File: config.mk
export PLATFORM = sky130hd
export DESIGN_NAME = input_flit_fifo
export DESIGN_NICKNAME = d
export VERILOG_FILES = /design/src/rtl/router_pkg.sv /design/src/rtl/flit_seq_checker.sv /design/src/rtl/input_flit_fifo.sv
export SDC_FILE = /design/constraint.sdc
export NUM_CORES = 1
export LEC_CHECK = 0
export CORE_ASPECT_RATIO = 0.7
export CORE_MARGIN = 2
export CORE_UTILIZATION = 40
export DETAILED_ROUTE_END_ITERATION = 16
export PLACE_DENSITY_LB_ADDON = 0.15
export SETUP_SLACK_MARGIN = 0.3
export SYNTH_ARGS = -nofsm -noshare
export SYNTH_HDL_FRONTEND = slang
export SYNTH_SLANG_ARGS = --single-unit
File: constraint.sdc
create_clock -name clk -period 11 [get_ports clk]
set_clock_uncertainty 0.05 [all_clocks]
set_input_delay 1.65 -clock clk [delete_from_list [all_inputs] [get_ports clk]]
set_output_delay 1.65 -clock clk [all_outputs]
set_load 0.05 [all_outputs]
File: src/rtl/router_pkg.sv
// Shared router definitions: flit geometry, flit type codes and the
// wormhole sequence-checker state type. Used by the input buffers and the arbiter.
package router_pkg;

  localparam int FLIT_SIZE  = 32;
  localparam int HEADER_LEN = 2;

  // Flit type codes carried in the top HEADER_LEN bits of every flit.
  localparam logic [HEADER_LEN-1:0] HEAD_FLIT   = 2'b00;
  localparam logic [HEADER_LEN-1:0] BODY_FLIT   = 2'b01;
  localparam logic [HEADER_LEN-1:0] TAIL_FLIT   = 2'b10;
  localparam logic [HEADER_LEN-1:0] SINGLE_FLIT = 2'b11;

  // Field the arbiter compares on (position/length inside the flit).
  localparam int CMP_POS = 0;
  localparam int CMP_LEN = 8;

  // Wormhole ordering state: between packets, or inside a multi-flit packet.
  typedef enum logic {
    SEQ_IDLE   = 1'b0,
    SEQ_IN_PKT = 1'b1
  } seq_state_e;

  // Extract the flit type field.
  function automatic logic [HEADER_LEN-1:0] flit_type(input logic [FLIT_SIZE-1:0] flit);
    return flit[FLIT_SIZE-1 -: HEADER_LEN];
  endfunction

endpackage

File: src/rtl/flit_seq_checker.sv
// Wormhole flit-ordering checker. Judges each offered flit type against the
// packet state; a rejected flit sets a sticky error that only rst clears.
// State moves only when a push is offered and the flit is accepted.
module flit_seq_checker
  import router_pkg::*;
(
  input  logic                  clk,
  input  logic                  rst,
  input  logic [HEADER_LEN-1:0] flit_type,
  input  logic                  push_req,
  output logic                  accept,
  output logic                  err
);

  seq_state_e state_q, state_d;
  logic       err_q, err_d;

  // Acceptance rule and next state from current packet state and flit type.
  always_comb begin
    state_d = state_q;
    accept  = 1'b0;
    if (state_q == SEQ_IDLE) begin
      accept = (flit_type == HEAD_FLIT) || (flit_type == SINGLE_FLIT);
      if (push_req && flit_type == HEAD_FLIT) state_d = SEQ_IN_PKT;
    end else begin
      accept = (flit_type == BODY_FLIT) || (flit_type == TAIL_FLIT);
      if (push_req && flit_type == TAIL_FLIT) state_d = SEQ_IDLE;
    end
    err_d = err_q | (push_req & ~accept);
  end

  // Packet state and sticky error registers.
  always_ff @(posedge clk) begin
    if (rst) begin
      state_q <= SEQ_IDLE;
      err_q   <= 1'b0;
    end else begin
      state_q <= state_d;
      err_q   <= err_d;
    end
  end

  assign err = err_q;

endmodule

File: src/rtl/input_flit_fifo.sv
// Per-port input buffer: DEPTH-entry first-word-fall-through flit FIFO feeding
// one arbiter lane. Optional wormhole ordering check under FIFO_PKT_CHECK_EN.
//
// Handshake: a flit moves upstream->buffer when in_valid && in_avail at a clk
// edge, and buffer->arbiter when out_valid && out_avail at a clk edge. Neither
// valid waits on its avail; out/out_valid come only from registers, so the
// arbiter may derive out_avail from out_valid without a combinational loop.
module input_flit_fifo
  import router_pkg::*;
#(
  parameter int DEPTH = 8
) (
  input  logic                         clk,
  input  logic                         rst,
  input  logic [FLIT_SIZE-1:0]         in,
  input  logic                         in_valid,
  output logic                         in_avail,
  output logic [FLIT_SIZE-1:0]         out,
  output logic                         out_valid,
  input  logic                         out_avail,
  output logic [$clog2(DEPTH+1)-1:0]   count,
  output logic                         err
);

  localparam int CW = $clog2(DEPTH + 1);
  localparam int PW = $clog2(DEPTH);

  logic [FLIT_SIZE-1:0] mem_q [DEPTH];
  logic [PW-1:0]        rd_ptr_q, rd_ptr_d;
  logic [PW-1:0]        wr_ptr_q, wr_ptr_d;
  logic [CW-1:0]        count_q, count_d;
  logic                 accept;
  logic                 push;
  logic                 pop;

`ifdef FIFO_PKT_CHECK_EN
  flit_seq_checker u_seq_checker (
    .clk       (clk),
    .rst       (rst),
    .flit_type (flit_type(in)),
    .push_req  (in_valid && in_avail),
    .accept    (accept),
    .err       (err)
  );
`else
  assign accept = 1'b1;
  assign err    = 1'b0;
`endif

  assign in_avail  = (count_q != CW'(DEPTH)) && !rst;
  assign out_valid = (count_q != '0);
  assign out       = out_valid ? mem_q[rd_ptr_q] : '0;
  assign count     = count_q;

  // Rejected flits are consumed from the link but never stored.
  assign push = in_valid && in_avail && accept;
  assign pop  = out_valid && out_avail;

  // Pointer advance with explicit wrap so DEPTH need not be a power of two.
  always_comb begin
    rd_ptr_d = rd_ptr_q;
    wr_ptr_d = wr_ptr_q;
    count_d  = count_q;
    if (pop)  rd_ptr_d = (rd_ptr_q == PW'(DEPTH - 1)) ? '0 : rd_ptr_q + PW'(1);
    if (push) wr_ptr_d = (wr_ptr_q == PW'(DEPTH - 1)) ? '0 : wr_ptr_q + PW'(1);
    if (push && !pop) count_d = count_q + CW'(1);
    if (pop && !push) count_d = count_q - CW'(1);
  end

  // Pointer and occupancy registers; reset discards everything stored.
  always_ff @(posedge clk) begin
    if (rst) begin
      rd_ptr_q <= '0;
      wr_ptr_q <= '0;
      count_q  <= '0;
    end else begin
      rd_ptr_q <= rd_ptr_d;
      wr_ptr_q <= wr_ptr_d;
      count_q  <= count_d;
    end
  end

  // Flit storage; contents are don't-care until written.
  always_ff @(posedge clk) begin
    if (push) mem_q[wr_ptr_q] <= in;
  end

endmodule
==> PnR_summary.wiki, run 1 <==
{| class="wikitable"
! Metric !! Value
|-
| Status || complete, no violations
|-
| Die area || between 20000 and 30000 um2
|-
| Total number of vias || about 4900
|-
| Power share of the combinational group || about a third
|-
| Floorplan die height || around 140 um
|-
| Seq/Total Area, Yosys || between 70% and 80%
|-
| Overall power consumption || roughly 3.2 mW
|-
| Horiz. Die Dim || just under 200 um
|-
| Remaining Overflow, GRT || 0
|-
| Postcts setup bufs || 0
|-
| CTS-repair resized insts || 0
|-
| Iteration-0 DRC count of the detailed router || 300
|-
| All-Layer GR Usage || about 16%
|-
| Maximum fanout encountered on the critical timing path || around 50
|-
| Post-synth top area share || between 70% and 80%
|-
| Initial standard-cell utilization of the core || between 40% and 50%
|-
| Tmin final || about 5.4 ns
|-
| Share of the cycle needed by the critical path after routing || just under 50%
|-
| Number of hold buffers added after CTS || 0
|-
| HP Class || reg2reg
|-
| Most instantiated cells after synthesis || 256 x sky130_fd_sc_hd__edfxtp_1, 64 x sky130_fd_sc_hd__mux4_2, 37 x sky130_fd_sc_hd__nor2_1
|-
| Setup crit end kind || output port
|-
| Max-cap viol count || 0
|-
| Worst VDD drop || 0.177 mV
|-
| Placement Rows || just under 50
|-
| Maximum number of pins on one net before global-route repair || 65
|-
| Final number of setup-violating endpoints || 0
|-
| Post-synth top flop || sky130_fd_sc_hd__edfxtp_1
|-
| Cell-internal power || 2.06 mW
|-
| Final nets || 620
|-
| Initial antenna violation count || 2
|-
| Worst Max-Slew Pin Slew || approximately 1.1 ns
|-
| Required time of the critical path || between 9 and 10 ns
|-
| First-pass GRT wire length || roughly 33000 um
|-
| Count of TritonRoute iterations in the first routing pass || 4
|-
| Total clock buffers created by CTS || 27
|-
| Async S/R FF share, synth || 0%
|-
| Sort of element at the start of the critical path || flip-flop
|-
| Drt drc || 0
|-
| Switching Fraction || a little over a third
|-
| Share of final-layout standard cells stronger than drive strength 1 || between 20% and 30%
|-
| Hold violation count in the final report || 0
|-
| Hpwl dp || between 10000 and 15000 um
|-
| Total Neg Setup Slack || 0 ns
|-
| Sum of routed wire length over all layers || about 22000 um
|-
| Tightest hold margin || 0.452 ns
|-
| DR WL/cell || about 23 um
|-
| Area of the core || between 20000 and 30000 um2
|-
| Synth top area cells || sky130_fd_sc_hd__edfxtp_1 74%, sky130_fd_sc_hd__mux4_2 14%, sky130_fd_sc_hd__mux2i_1 3.3%
|-
| Post-Syn Instances || 485
|-
| Number of fill cells in the layout || 2118
|-
| Power per unit of standard cell area || around 250 nW/um2
|-
| Maximum number of buffers from clock root to sink || 3
|-
| Clock latency on the worst-skew pair || 0.52 ns
|-
| Relative area change from synthesis to final layout || 19.4%
|-
| Count leader, synth || sky130_fd_sc_hd__edfxtp_1
|-
| Distinct cells, synth || 32
|-
| IO Port Bufs || 73
|-
| Per-cell via count in the routed design || roughly 5.3
|-
| Net switching power || ~1.1 mW
|-
| Leakage dissipation || roughly 3.8 nW
|-
| Library cell used as clock root buffer || sky130_fd_sc_hd__clkbuf_16
|-
| Worst-path clk slew || roughly 0.06 ns
|-
| Max-Slew Margin vs Limit || ~30%
|-
| Count of pins over their slew limit || 0
|-
| Mean cell area of the mapped netlist || around 21 um2
|-
| CTS HTree Levels || 1
|-
| Placer Congestion || ~0.64
|-
| Part of the power in the clock network || 27.1%
|-
| Yosys warnings || 0
|-
| Type of the worst setup path || reg2out
|-
| Clock tree from TritonCTS || yes
|-
| Top cell type by total area after synthesis || sky130_fd_sc_hd__edfxtp_1
|-
| Flip-flop and latch count after synthesis || 269
|-
| Setup repair after global routing missed its margin || false
|-
| Endpoint arrival time on the critical path || around 3.7 ns
|-
| Count of boundary I/O pins || 75
|-
| Number of nets in the synthesized netlist || ~530
|-
| Power share of the sequential group || about two fifths
|-
| Number of enable-type register cells in the synthesized netlist || between 200 and 300
|-
| Number of nets still failing antenna checks after routing || 0
|-
| Count of inserted antenna diode cells || 0
|-
| Number of global-route vias before repair || about 5300
|-
| Achievable frequency || between 0.15 and 0.2 GHz
|-
| Netlist area before placement || 10400 um2
|-
| Num Clock Sinks || about 270
|}
## metal layers
metal / routed length [um] / up-vias / part of all wire [%] / track usage [%]
li1: - / 2168 / - / -
met5: 21 / - / 0.097 / 0
met1: 10000 / 2577 / 46 / 23.6
met2: 10100 / 106 / 47 / 25.3
met4: 419 / 4 / 1.9 / 3.48
met3: 1070 / 37 / 5.0 / 3.23
## worst paths after layout
kind	startpoint	to	slack, ns	cells after the start
worst min-delay path	rd_ptr_q[1]	flip-flop	0.45	2
worst max register to register	count[1]	count[2]	7.83	12
worst max-delay path	flip-flop	out[5]	5.60	5
worst min register to register	rd_ptr_q[1]	flip-flop	0.45	2
## power by group through the flow
| stage | Combinational, mW | Sequential [mW] | Clock, mW |
|---|---|---|---|
| after CTS | 1.10 | 1.22 | 0.881 |
| after global routing | 1.15 | 1.23 | 0.919 |
| final | 1.08 | 1.22 | 0.856 |
| after floorplan | 0.766 | 1.22 | 0 |
| after global placement | 1.09 | 1.24 | 0 |
| after detailed placement | 1.10 | 1.24 | 0 |
## placed cells by master (no fill, tap or decap), drive strengths merged, types with 2 or more instances in the layout
cell type,n
nor2,37
ha,7
or3,3
clkinv,10
clkbuf,33
nand2,10
mux2i,34
nor3b,2
bufinv,2
inv,5
buf,15
mux4,64
edfxtp,256
nand3b,2
nor4,2
clkdlybuf4s50,73
mux2,2
xor2,3
a21oi,7
dfxtp,13
nor3,4
nor4b,3
## cell type report
cell class,instances,area (um2),area share (%)
tap,331,414,3.34
multi-input combinational,187,2370,19.1
timing repair buffer,88,843,6.79
clock buffer,33,698,5.63
clock inverter,14,119,0.958
inverter,4,15.0,0.121
sequential,269,7960,64.1
## cell families (layout without fill, tap and decap cells)
logic type / count (synthesis) / after routing / share of synthesized area, %
other: 1 / 1 / 0.0361
flip-flops: 269 / 269 / 76.5
AND/OR/NAND/NOR: 65 / 65 / 3.08
multiplexers: 100 / 100 / 17.4
adder cells (fa/ha/maj): 7 / 7 / 0.843
XOR/XNOR: 3 / 3 / 0.253
buffers and inverters: 29 / 139 / 1.19
AO/OA/AOI/OAI: 11 / 11 / 0.746
## flip-flops by register name (all words and copies together) (netlist names), named ones only
name      flops
mem_q       256
count         4
rd_ptr_q      3
wr_ptr_q      3
## per-stage QoR
stage                     setup WS (ns)  utilization, %  instances  area [um2]
final                              5.60            48.4        926       12400
after global placement             5.93            45.2        879       11600
after CTS                          5.49            48.4        926       12400
after floorplan                    4.96               -        485       10400
after global routing               5.33            48.4        926       12400
after detailed placement           5.91            45.2        879       11600
## worst max-delay path, stage by stage, from the launching register on
cell and delay (ns):
sky130_fd_sc_hd__dfxtp_4 0.56, sky130_fd_sc_hd__buf_4 0.89, sky130_fd_sc_hd__mux4_2 0.62, sky130_fd_sc_hd__mux2i_1 0.29
sky130_fd_sc_hd__nor2_1 0.08, sky130_fd_sc_hd__clkdlybuf4s50_1 0.72
Power figures use the tool's default switching activity.
==> inputs of run 2 (changes only) <==
==> constraint.sdc (replaced) <==
create_clock -name clk -period 4.8 [get_ports clk]
set_clock_uncertainty 0.05 [all_clocks]
set_input_delay 0.72 -clock clk [delete_from_list [all_inputs] [get_ports clk]]
set_output_delay 0.72 -clock clk [all_outputs]
set_load 0.05 [all_outputs]
==> run 2 against run 1 <==
Global-route usage grew 0.20 points. Worst setup slack lost 4.7 ns. Final cell count grew 0.54%. Hold slack lost 0.025 ns. Clock power grew 130%. Non-clock buffer count grew 5. Largest power group unchanged.
==> PnR_summary.wiki, run 2 (same netlist as run 1, synthesis figures left out) <==
{| class="wikitable"
! Metric !! Value
|-
| Status || complete, no violations (unchanged)
|-
| Achievable frequency || between 0.2 and 0.3 GHz
|-
| Post-route insts no fill || 931 (was 926)
|-
| Leakage dissipation || 3.87 nW (was 3.82 nW)
|-
| Maximum fanout encountered on the critical timing path || 24 (was 49)
|-
| Iteration-0 DRC count of the detailed router || 262 (was 300)
|-
| Placed cell count || 884 (was 879)
|-
| Count of TritonRoute iterations in the first routing pass || 4 (unchanged)
|-
| Setup repair after global routing missed its margin || false (unchanged)
|-
| Number of flip-flops under the largest register name || 256 (unchanged)
|-
| Count of boundary I/O pins || 75 (unchanged)
|-
| Worst-path clk slew || 0.06 ns (about the same)
|-
| Maximum number of buffers from clock root to sink || 3 (unchanged)
|-
| Number of cells on the worst hold path || 2 (unchanged)
|-
| Endpoint arrival time on the critical path || 3.14 ns (was 3.70 ns)
|-
| Max-cap viol count || 0 (unchanged)
|-
| Number of hold buffers added after CTS || 0 (unchanged)
|-
| Initial antenna violation count || 1 (was 2)
|-
| Final nets || 625 (was 620)
|-
| Drt drc || 0 (unchanged)
|-
| Floorplan die height || 139 um (unchanged)
|-
| Highest-count cells in the layout ignoring fill and taps || 256 x sky130_fd_sc_hd__edfxtp_1, 73 x sky130_fd_sc_hd__clkdlybuf4s50_1, 64 x sky130_fd_sc_hd__mux4_2, 36 x sky130_fd_sc_hd__nor2_1, 34 x sky130_fd_sc_hd__mux2i_1 (unchanged)
|-
| Register bank with the most flops || mem_q (unchanged)
|-
| Worst VDD drop || 0.296 mV (was 0.177 mV)
|-
| Per-cell via count in the routed design || 5.28 (about the same)
|-
| Placer Congestion || 0.678 (was 0.636)
|-
| Clock tree from TritonCTS || yes (unchanged)
|-
| Hold violation count in the final report || 0 (unchanged)
|-
| Relative area change from synthesis to final layout || 20.7% (was 19.4%)
|-
| Setup crit end kind || output port (unchanged)
|-
| Most common cell after layout, fill and taps aside || sky130_fd_sc_hd__edfxtp_1 (unchanged)
|-
| First-pass GRT wire length || 33400 um (was 32700 um)
|-
| Power per unit of standard cell area || 581 nW/um2 (was 254 nW/um2)
|-
| Horiz. Die Dim || 197 um (unchanged)
|-
| CTS-repair resized insts || 0 (unchanged)
|-
| Number of fill cells in the layout || 2080 (was 2118)
|-
| Total Neg Setup Slack || 0 ns (unchanged)
|-
| Die area || 27300 um2 (unchanged)
|-
| CTS HTree Levels || 1 (unchanged)
|-
| Maximum number of pins on one net before global-route repair || 49 (was 65)
|-
| Num Clock Sinks || 269 (unchanged)
|-
| Final number of setup-violating endpoints || 0 (unchanged)
|-
| Library cell used as clock root buffer || sky130_fd_sc_hd__clkbuf_16 (unchanged)
|-
| Required time of the critical path || 4.03 ns (was 9.30 ns)
|-
| Share of final-layout standard cells stronger than drive strength 1 || 23.7% (was 22.4%)
|-
| Total number of vias || 4915 (was 4892)
|-
| Number of cells on the worst reg-to-reg path || 9 (was 12)
|-
| Hpwl dp || 12500 um (was 11800 um)
|-
| Share of the cycle needed by the critical path after routing || approximately four fifths
|-
| Clock latency on the worst-skew pair || 0.52 ns (about the same)
|-
| Max-Slew Margin vs Limit || 43.5% (was 29.4%)
|-
| Number of nets still failing antenna checks after routing || 0 (unchanged)
|-
| HP Class || reg2reg (unchanged)
|-
| All-Layer GR Usage || 16.3% (was 16.1%)
|-
| Overall power consumption || 7.29 mW (was 3.16 mW)
|-
| Tmin final || about 3.9 ns
|-
| Type of the worst setup path || reg2out (unchanged)
|-
| Area of the core || 25600 um2 (unchanged)
|-
| Postcts setup bufs || 0 (unchanged)
|-
| Worst Max-Slew Pin Slew || 0.842 ns (was 1.06 ns)
|-
| Count of pins over their slew limit || 0 (unchanged)
|-
| Number of global-route vias before repair || 5390 (was 5286)
|-
| Sort of element at the start of the critical path || flip-flop (unchanged)
|-
| Placement Rows || 49 (unchanged)
|-
| Total clock buffers created by CTS || 27 (unchanged)
|-
| DR WL/cell || 23.1 um (was 23.3 um)
|-
| Initial standard-cell utilization of the core || 40.5% (unchanged)
|-
| IO Port Bufs || 73 (unchanged)
|-
| Sum of routed wire length over all layers || 21500 um (was 21600 um)
|-
| Remaining Overflow, GRT || 0 (unchanged)
|-
| Share of the core filled with cells in the final layout || 48.9% (was 48.4%)
|}
run 2: cell types whose count changed in the layout (fill, tap and decap cells not counted):
cell                         before  now
sky130_fd_sc_hd__buf_12           0    5
sky130_fd_sc_hd__clkbuf_1         6    2
sky130_fd_sc_hd__clkinv_2         4    7
sky130_fd_sc_hd__nor4b_2          2    0
sky130_fd_sc_hd__nor4b_4          0    2
sky130_fd_sc_hd__clkinv_1         6    5
sky130_fd_sc_hd__clkinv_4         0    1
sky130_fd_sc_hd__clkinvlp_2       0    1
sky130_fd_sc_hd__diode_2          0    1
sky130_fd_sc_hd__inv_6            1    0
sky130_fd_sc_hd__nor4_2           1    0
sky130_fd_sc_hd__nor4_4           1    2
run 2: final timing paths:
kind	end	slack [ns]	startpoint
worst min-delay path	flip-flop	0.43	rd_ptr_q[1]
worst max register to register	count[3]	1.63	count[1]
worst max-delay path	out[24]	0.89	flip-flop
worst min register to register	flip-flop	0.43	rd_ptr_q[1]
run 2: per-stage QoR:
stage / worst slack [ns] / hold slack, ns / cell area [um2]
global route: 0.636 / 0.469 / 12500
detailed placement: 1.23 / 0.427 / 11700
finish: 0.891 / 0.428 / 12500
CTS: 0.796 / 0.436 / 12500
floorplan: 0.421 / 0.400 / 10400
global placement: 1.28 / 0.405 / 11700
run 2: area by class of cell:
type | count | area [um2] | share of cell area, %
Multi-Input combinational cell | 187 | 2390 | 19.1
Tap cell | 331 | 414 | 3.30
Clock inverter | 17 | 135 | 1.08
Clock buffer | 29 | 683 | 5.45
Timing Repair Buffer | 93 | 943 | 7.52
Sequential cell | 269 | 7960 | 63.4
Antenna cell | 1 | 2.50 | 0.0200
Inverter | 4 | 15.0 | 0.120
run 2: where the power goes:
group	internal (mW)	leakage [nW]	switching [mW]
logic	0.988	1.05	1.54
registers	2.65	2.42	0.153
clock network	1.13	0.403	0.835
total	4.77	3.87	2.52
run 2: critical path: stages, from the launching register on:
cell and delay [ns]:
sky130_fd_sc_hd__dfxtp_4 0.68, sky130_fd_sc_hd__buf_4 0.42, sky130_fd_sc_hd__mux4_2 0.55, sky130_fd_sc_hd__mux2i_1 0.15, sky130_fd_sc_hd__nor2_1 0.07, sky130_fd_sc_hd__clkdlybuf4s50_1 0.71
run 2: per-layer routing:
metal | vias to the layer above | global-route usage (%) | part of all wire (%)
li1 | 2187 | - | -
met2 | 103 | 26.1 | 47
met3 | 33 | 2.89 | 4.8
met5 | - | 0 | 0.061
met1 | 2590 | 23.6 | 46
met4 | 2 | 3.84 | 2.0
==> inputs of run 3 (changes only) <==
==> constraint.sdc (replaced) <==
create_clock -name clk -period 3.9 [get_ports clk]
set_clock_uncertainty 0.05 [all_clocks]
set_input_delay 0.585 -clock clk [delete_from_list [all_inputs] [get_ports clk]]
set_output_delay 0.585 -clock clk [all_outputs]
set_load 0.05 [all_outputs]
==> run 3 against run 2 <==
Hold slack gained 0.020 ns. Sequential share of layout area decreased by 0.66 points. Clock power is 29% higher. Flip-flop and latch count unchanged. Clock-buffer cell count rose by 8. Wire length shrank 1.3%. Via count rose by 0.45%. Final cell count increased by 1.3%. Largest power group unchanged. Sequential power rose by 21%. Worst setup slack got worse by 0.41 ns. Core utilization up 0.52 points.
==> PnR_summary.wiki, run 3 (same netlist as run 1, synthesis figures left out) <==
{| class="wikitable"
! Metric !! Value
|-
| Per-cell via count in the routed design || 5.24 (was 5.28)
|-
| Placement Rows || 49 (unchanged)
|-
| Initial standard-cell utilization of the core || 40.5% (unchanged)
|-
| Clock latency on the worst-skew pair || 0.53 ns (was 0.52 ns)
|-
| Register-to-Register Setup Slack || 1.11 ns (was 1.63 ns)
|-
| Maximum number of buffers from clock root to sink || 3 (unchanged)
|-
| DR WL/cell || 22.5 um (was 23.1 um)
|-
| Sort of element at the start of the critical path || flip-flop (unchanged)
|-
| First-pass GRT wire length || 32500 um (was 33400 um)
|-
| Total number of vias || 4937 (was 4915)
|-
| Count of TritonRoute iterations in the first routing pass || 4 (unchanged)
|-
| Top cell family by delay on the critical path || buffers and inverters (unchanged)
|-
| Worst r2r src || count[1] (unchanged)
|-
| Highest-count cells in the layout ignoring fill and taps || 256 x sky130_fd_sc_hd__edfxtp_1, 72 x sky130_fd_sc_hd__clkdlybuf4s50_1, 64 x sky130_fd_sc_hd__mux4_2, 36 x sky130_fd_sc_hd__nor2_1, 34 x sky130_fd_sc_hd__mux2i_1 (was 256 x sky130_fd_sc_hd__edfxtp_1, 73 x sky130_fd_sc_hd__clkdlybuf4s50_1, 64 x sky130_fd_sc_hd__mux4_2, 36 x sky130_fd_sc_hd__nor2_1, 34 x sky130_fd_sc_hd__mux2i_1)
|-
| Capturing point of the worst reg2reg path || count[2] (was count[3])
|-
| Final number of setup-violating endpoints || 0 (unchanged)
|-
| Switching Fraction || 34.2% (was 34.6%)
|-
| Floorplan die height || 139 um (unchanged)
|-
| Initial antenna violation count || 1 (unchanged)
|-
| Setup crit end kind || output port (unchanged)
|-
| Register bank with the most flops || mem_q (unchanged)
|-
| Worst VDD drop || 0.395 mV (was 0.296 mV)
|-
| Max-Slew Margin vs Limit || 60.4% (was 43.5%)
|-
| Worst-case setup margin in the final layout || 0.481 ns (was 0.891 ns)
|-
| Number of flip-flops under the largest register name || 256 (unchanged)
|-
| Setup repair after global routing missed its margin || false (unchanged)
|-
| Total Neg Setup Slack || 0 ns (unchanged)
|-
| Number of global-route vias before repair || 5327 (was 5390)
|-
| Maximum number of pins on one net before global-route repair || 33 (was 49)
|-
| Power share of the sequential group || 37.1% (was 38.5%)
|-
| Final nets || 634 (was 625)
|-
| Hold violation count in the final report || 0 (unchanged)
|-
| Part of the power in the clock network || 27.8% (was 26.9%)
|-
| Horiz. Die Dim || 197 um (unchanged)
|-
| Clock tree from TritonCTS || yes (unchanged)
|-
| Library cell used as clock root buffer || sky130_fd_sc_hd__clkbuf_16 (unchanged)
|-
| Maximum fanout encountered on the critical timing path || 14 (was 24)
|-
| Number of cells on the worst reg-to-reg path || 12 (was 9)
|-
| Relative area change from synthesis to final layout || 22.0% (was 20.7%)
|-
| Endpoint arrival time on the critical path || 2.78 ns (was 3.14 ns)
|-
| Worst-path clk slew || 0.06 ns (about the same)
|-
| Number of nets still failing antenna checks after routing || 0 (unchanged)
|-
| HP Class || reg2reg (unchanged)
|-
| Cell-internal power || 5.99 mW (was 4.77 mW)
|-
| Worst Max-Slew Pin Slew || 0.595 ns (was 0.842 ns)
|-
| Required time of the critical path || 3.26 ns (was 4.03 ns)
|-
| Slowest stage cell on the critical path || sky130_fd_sc_hd__clkdlybuf4s50_1 (unchanged)
|-
| Sum of routed wire length over all layers || 21200 um (was 21500 um)
|-
| Cells along the critical path || buf_4 -> mux2i_1 -> nor2_1 -> clkdlybuf4s50_1 (was buf_4 -> mux4_2 -> mux2i_1 -> nor2_1 -> clkdlybuf4s50_1)
|-
| IO Port Bufs || 73 (unchanged)
|-
| CTS HTree Levels || 1 (unchanged)
|-
| Number of cells on the worst hold path || 2 (unchanged)
|-
| Power share of the combinational group || 35.1% (was 34.6%)
|-
| Status || complete, no violations (unchanged)
|-
| All-Layer GR Usage || 16.0% (was 16.3%)
|-
| Share of the cycle needed by the critical path after routing || approximately 88%
|-
| Slowest Stage Delay on Critical Path || 0.86 ns (was 0.71 ns)
|-
| Count of inserted antenna diode cells || 0 (was 1)
|-
| Type of the worst setup path || reg2out (unchanged)
|-
| Area of the core || 25600 um2 (unchanged)
|-
| Drt drc || 0 (unchanged)
|-
| Hpwl dp || 12300 um (was 12500 um)
|-
| Max-cap viol count || 0 (unchanged)
|-
| Die area || 27300 um2 (unchanged)
|-
| Hold Path Origin || rd_ptr_q[1] (unchanged)
|-
| Power per unit of standard cell area || 719 nW/um2 (was 581 nW/um2)
|-
| Share of the core filled with cells in the final layout || 49.5% (was 48.9%)
|-
| Placer Congestion || 0.672 (was 0.678)
|-
| Achievable frequency || slightly below 0.3 GHz
|-
| Count of pins over their slew limit || 0 (unchanged)
|-
| Net switching power || 3.12 mW (was 2.52 mW)
|-
| Most common cell after layout, fill and taps aside || sky130_fd_sc_hd__edfxtp_1 (unchanged)
|-
| Remaining Overflow, GRT || 0 (unchanged)
|-
| Tmin final || around 3.4 ns
|-
| Num Clock Sinks || 269 (unchanged)
|-
| Iteration-0 DRC count of the detailed router || 318 (was 262)
|-
| Pre-CTS WS || 0.685 ns (was 1.23 ns)
|-
| Total clock buffers created by CTS || 27 (unchanged)
|-
| Leakage dissipation || 3.94 nW (was 3.87 nW)
|-
| Count of boundary I/O pins || 75 (unchanged)
|-
| Buffers and inverters on the worst path || 2 (unchanged)
|-
| Share of final-layout standard cells stronger than drive strength 1 || 25.0% (was 23.7%)
|}
## run 3: cell count changes in the layout (fill, tap and decap cells not counted), moves of 2 or more
cell	before	now
sky130_fd_sc_hd__nor3b_4	0	2
sky130_fd_sc_hd__inv_6	0	2
sky130_fd_sc_hd__nor3_4	0	2
sky130_fd_sc_hd__buf_4	15	25
sky130_fd_sc_hd__nor3b_2	2	0
sky130_fd_sc_hd__clkinv_2	7	5
sky130_fd_sc_hd__clkbuf_8	0	4
sky130_fd_sc_hd__clkbuf_1	2	6
sky130_fd_sc_hd__nor3_2	3	1
sky130_fd_sc_hd__clkinv_1	5	3
## run 3: area by class of cell
type	count	area, um2
Fill cell	2074	13000
Timing Repair Buffer	102	997
Sequential cell	269	7960
Inverter	4	15.0
Tap cell	331	414
Clock inverter	13	121
Multi-Input combinational cell	187	2420
Clock buffer	37	753
## run 3: timing repair
action / 4_1_cts / 5_1_grt
setup endpoints to repair: 22 / 0
buffers inserted: 2 / 0
resized for setup: 2 / 0
hold buffers: 0 / 0
hold endpoints to repair: 0 / 0
## run 3: routing by layer
metal	track usage, %	share of wire, %
met5	0	0.057
met4	3.52	1.7
met3	3.19	4.3
met2	25.6	47
met1	22.9	47
## run 3: power groups by stage
stage / sequential [mW] / combinational (mW) / clock, mW
finish: 3.38 / 3.20 / 2.53
global route: 3.40 / 3.41 / 2.70
CTS: 3.38 / 3.27 / 2.59
detailed placement: 3.48 / 3.19 / 0
global placement: 3.48 / 3.18 / 0
floorplan: 3.43 / 2.16 / 0
## run 3: stage by stage
stage               total power [mW]  hold WS [ns]  area [um2]  cells
floorplan                       5.59         0.400       10400    485
global route                    9.51         0.468       12700    943
detailed placement              6.67         0.435       11800    891
global placement                6.66         0.411       11800    891
finish                          9.11         0.447       12700    943
CTS                             9.24         0.442       12700    943
## run 3: worst reg2reg max path: cells and delay by family (launching register included)
kind,cells,cell delay [ns]
AO/OA/AOI/OAI,2,0.30
AND/OR/NAND/NOR,3,0.89
adder cells (fa/ha/maj),2,0.44
flip-flops,1,0.41
buffers and inverters,3,0.37
XOR/XNOR,2,0.26
## run 3: worst max-delay path by stage
stage | cells after the start | startpoint | endpoint
after detailed placement | 11 | in_valid | count[2]
after floorplan | 5 | count[1] | mem_q[4][0]
after global placement | 5 | flip-flop | out[13]
after CTS | 4 | flip-flop | out[21]
final | 4 | flip-flop | out[21]
after global routing | 5 | flip-flop | out[2]
==> patch: new RTL, config.mk and constraints of run 3 <==
Register the input `out_avail` before use, without a reset. The logic sees it one clock later. The other inputs are not delayed to match. Comments in the files are not updated.
--- a/src/rtl/input_flit_fifo.sv
+++ b/src/rtl/input_flit_fifo.sv
@@ -25,4 +25,10 @@
   localparam int CW = $clog2(DEPTH + 1);
   localparam int PW = $clog2(DEPTH);
+
+  logic out_avail_q;
+
+  always_ff @(posedge clk) begin
+    out_avail_q <= out_avail;
+  end
 
   logic [FLIT_SIZE-1:0] mem_q [DEPTH];
@@ -55,5 +61,5 @@
   // Rejected flits are consumed from the link but never stored.
   assign push = in_valid && in_avail && accept;
-  assign pop  = out_valid && out_avail;
+  assign pop  = out_valid && out_avail_q;
 
   // Pointer advance with explicit wrap so DEPTH need not be a power of two.
Behaviour: not the same (Yosys sat finds a counterexample within 4 cycles, from zero or initial values and one cycle with rst high).
==> patch against run 3 <==
- via count shrank 1.2%
- synthesized area grew 0.19%
- non-clock buffer count shrank 4
- cell area shrank 0.58%
- critical endpoint is now out[15]
- critical path type unchanged
- setup slack lost 0.030 ns
- critical path depth grew 1
- routed wire length shrank 0.35%
- synthesized cell count grew 0.21%
- total power shrank 2.7%
- largest cell class unchanged
- first-iteration DRC count grew 5.7%
- sequential cell count grew 1
==> patch: results (changes against run 3) <==
max FFs per register=256 (unchanged); GP Congestion=0.710 (was 0.672); ys flop type=edfxtp_1 (unchanged); Max-slew headroom=0.608 (was 0.604); hpwl dp=12.1 mm (was 12.3 mm); Synth Area in XOR/XNOR=0.00252 (was 0.00253); outcome=complete, no violations (unchanged); syn nets=529 (was 528); R2R setup slack=1.03 ns (was 1.11 ns); DR vias/cell=5.20 (was 5.24); initial antenna violation count=2 (was 1); largest net degree at the start of global routing=33 (unchanged); Max clock buf depth=3 (unchanged); sequential area share after synthesis=0.765 (about the same); EDFF count, synth=256 (unchanged); Int Power=5770 µW (was 5990 µW); maximum fanout along the worst path=28 (was 14); uppermost routed layer=met5 (unchanged); met3 usage=0.0275 (was 0.0319); dpl cell area=11800 µm² (about the same); Fill cells=2107 (was 2074); GRT Util Overall=0.158 (was 0.160); complex-gate fraction of the synthesized area=0.00745 (was 0.00747); Static Leak=0.00389 µW (was 0.00394 µW); GRT met1 Usage=0.224 (was 0.229); clk pwr=2290 µW (was 2530 µW); Max rail drop VDD=0.476 mV (was 0.395 mV); most common library cells after synthesis=edfxtp_1, mux4_2, nor2_1 (unchanged); Unique masters post-synth=32 (unchanged); first-pass GRT wire length=32.3 mm (was 32.5 mm); layout cells sized above 1=0.234 (was 0.250); Root Driver=clkbuf_16 (unchanged); crit path to=out[15] (was out[21]); Synth Area in Adders=0.00841 (was 0.00843); WL met1=9.63 mm (was 9.97 mm); DR WL met2=10.2 mm (was 9.94 mm); Final Net Count=631 (was 634); P_comb=3160 µW (was 3200 µW); Most flops, register=mem_q (unchanged); number of global-route vias before repair=5250 (was 5327); M2 GR Usage=0.258 (was 0.256); mux share of post-synthesis cell area=0.173 (was 0.174); metal3 WL=891 µm (was 921 µm); largest cells by area after synthesis=edfxtp_1, mux4_2, mux2i_1 (unchanged); Routed Wire Length=21.1 mm (was 21.2 mm); 1st-iter DRT viols=336 (was 318); Hold WC Path Type=reg -> reg (unchanged)
==> patch: cell count changes in the layout (fill, tap and decap cells not counted), sizes merged <==
cell          delta
dlygate4sd2      -1
clkbuf           -5
bufinv           -2
dlymetal6s2s     +1
clkinv           +4
diode            +1
clkinvlp         +1
dfxtp            +1
inv              -1
buf              -4
==> patch: area by class of cell <==
type | instances | area (µm²) | area share
diodes | 1 | 2.50 | 0.000199
clock buffers | 32 | 694 | 0.0551
clock inverters | 15 | 77.6 | 0.00616
inverters | 4 | 15.0 | 0.00119
multi-input cells | 187 | 2420 | 0.192
flip-flops and latches | 270 | 7980 | 0.633
well taps | 331 | 414 | 0.0329
repair buffers | 98 | 1000 | 0.0796
==> patch: worst max-delay path: stages, from the launching register on <==
cell and delay (ns):
dfxtp_4 0.62, buf_4 0.31, mux4_2 0.33, mux2i_1 0.21, nor2_1 0.09, clkdlybuf4s50_1 0.72
==> patch: what timing repair did <==
item	CTS	global route
pin swaps	0	0
resized for setup	0	1
buffers inserted	1	0
endpoints found under the setup margin	17	1
==> patch: how the worst min path moves through the flow <==
stage / from / endpoint / slack, ns / depth (start not counted)
floorplan: rd_ptr_q[1] / register / 0.40 / 2
global placement: rd_ptr_q[1] / register / 0.41 / 2
detailed placement: rd_ptr_q[1] / register / 0.42 / 2
CTS: rd_ptr_q[1] / register / 0.43 / 2
global route: rd_ptr_q[1] / register / 0.45 / 2
finish: rd_ptr_q[1] / register / 0.43 / 2
==> patch: metrics by stage <==
stage / std cells / setup slack, ns / hold WS, ns / total power [µW]
after floorplan: 486 / 0.100 / 0.400 / 5600
after global placement: 889 / 0.710 / 0.407 / 6650
after detailed placement: 889 / 0.718 / 0.418 / 6660
after CTS: 937 / 0.375 / 0.430 / 9000
after global routing: 937 / 0.301 / 0.450 / 9260
final: 938 / 0.450 / 0.427 / 8860
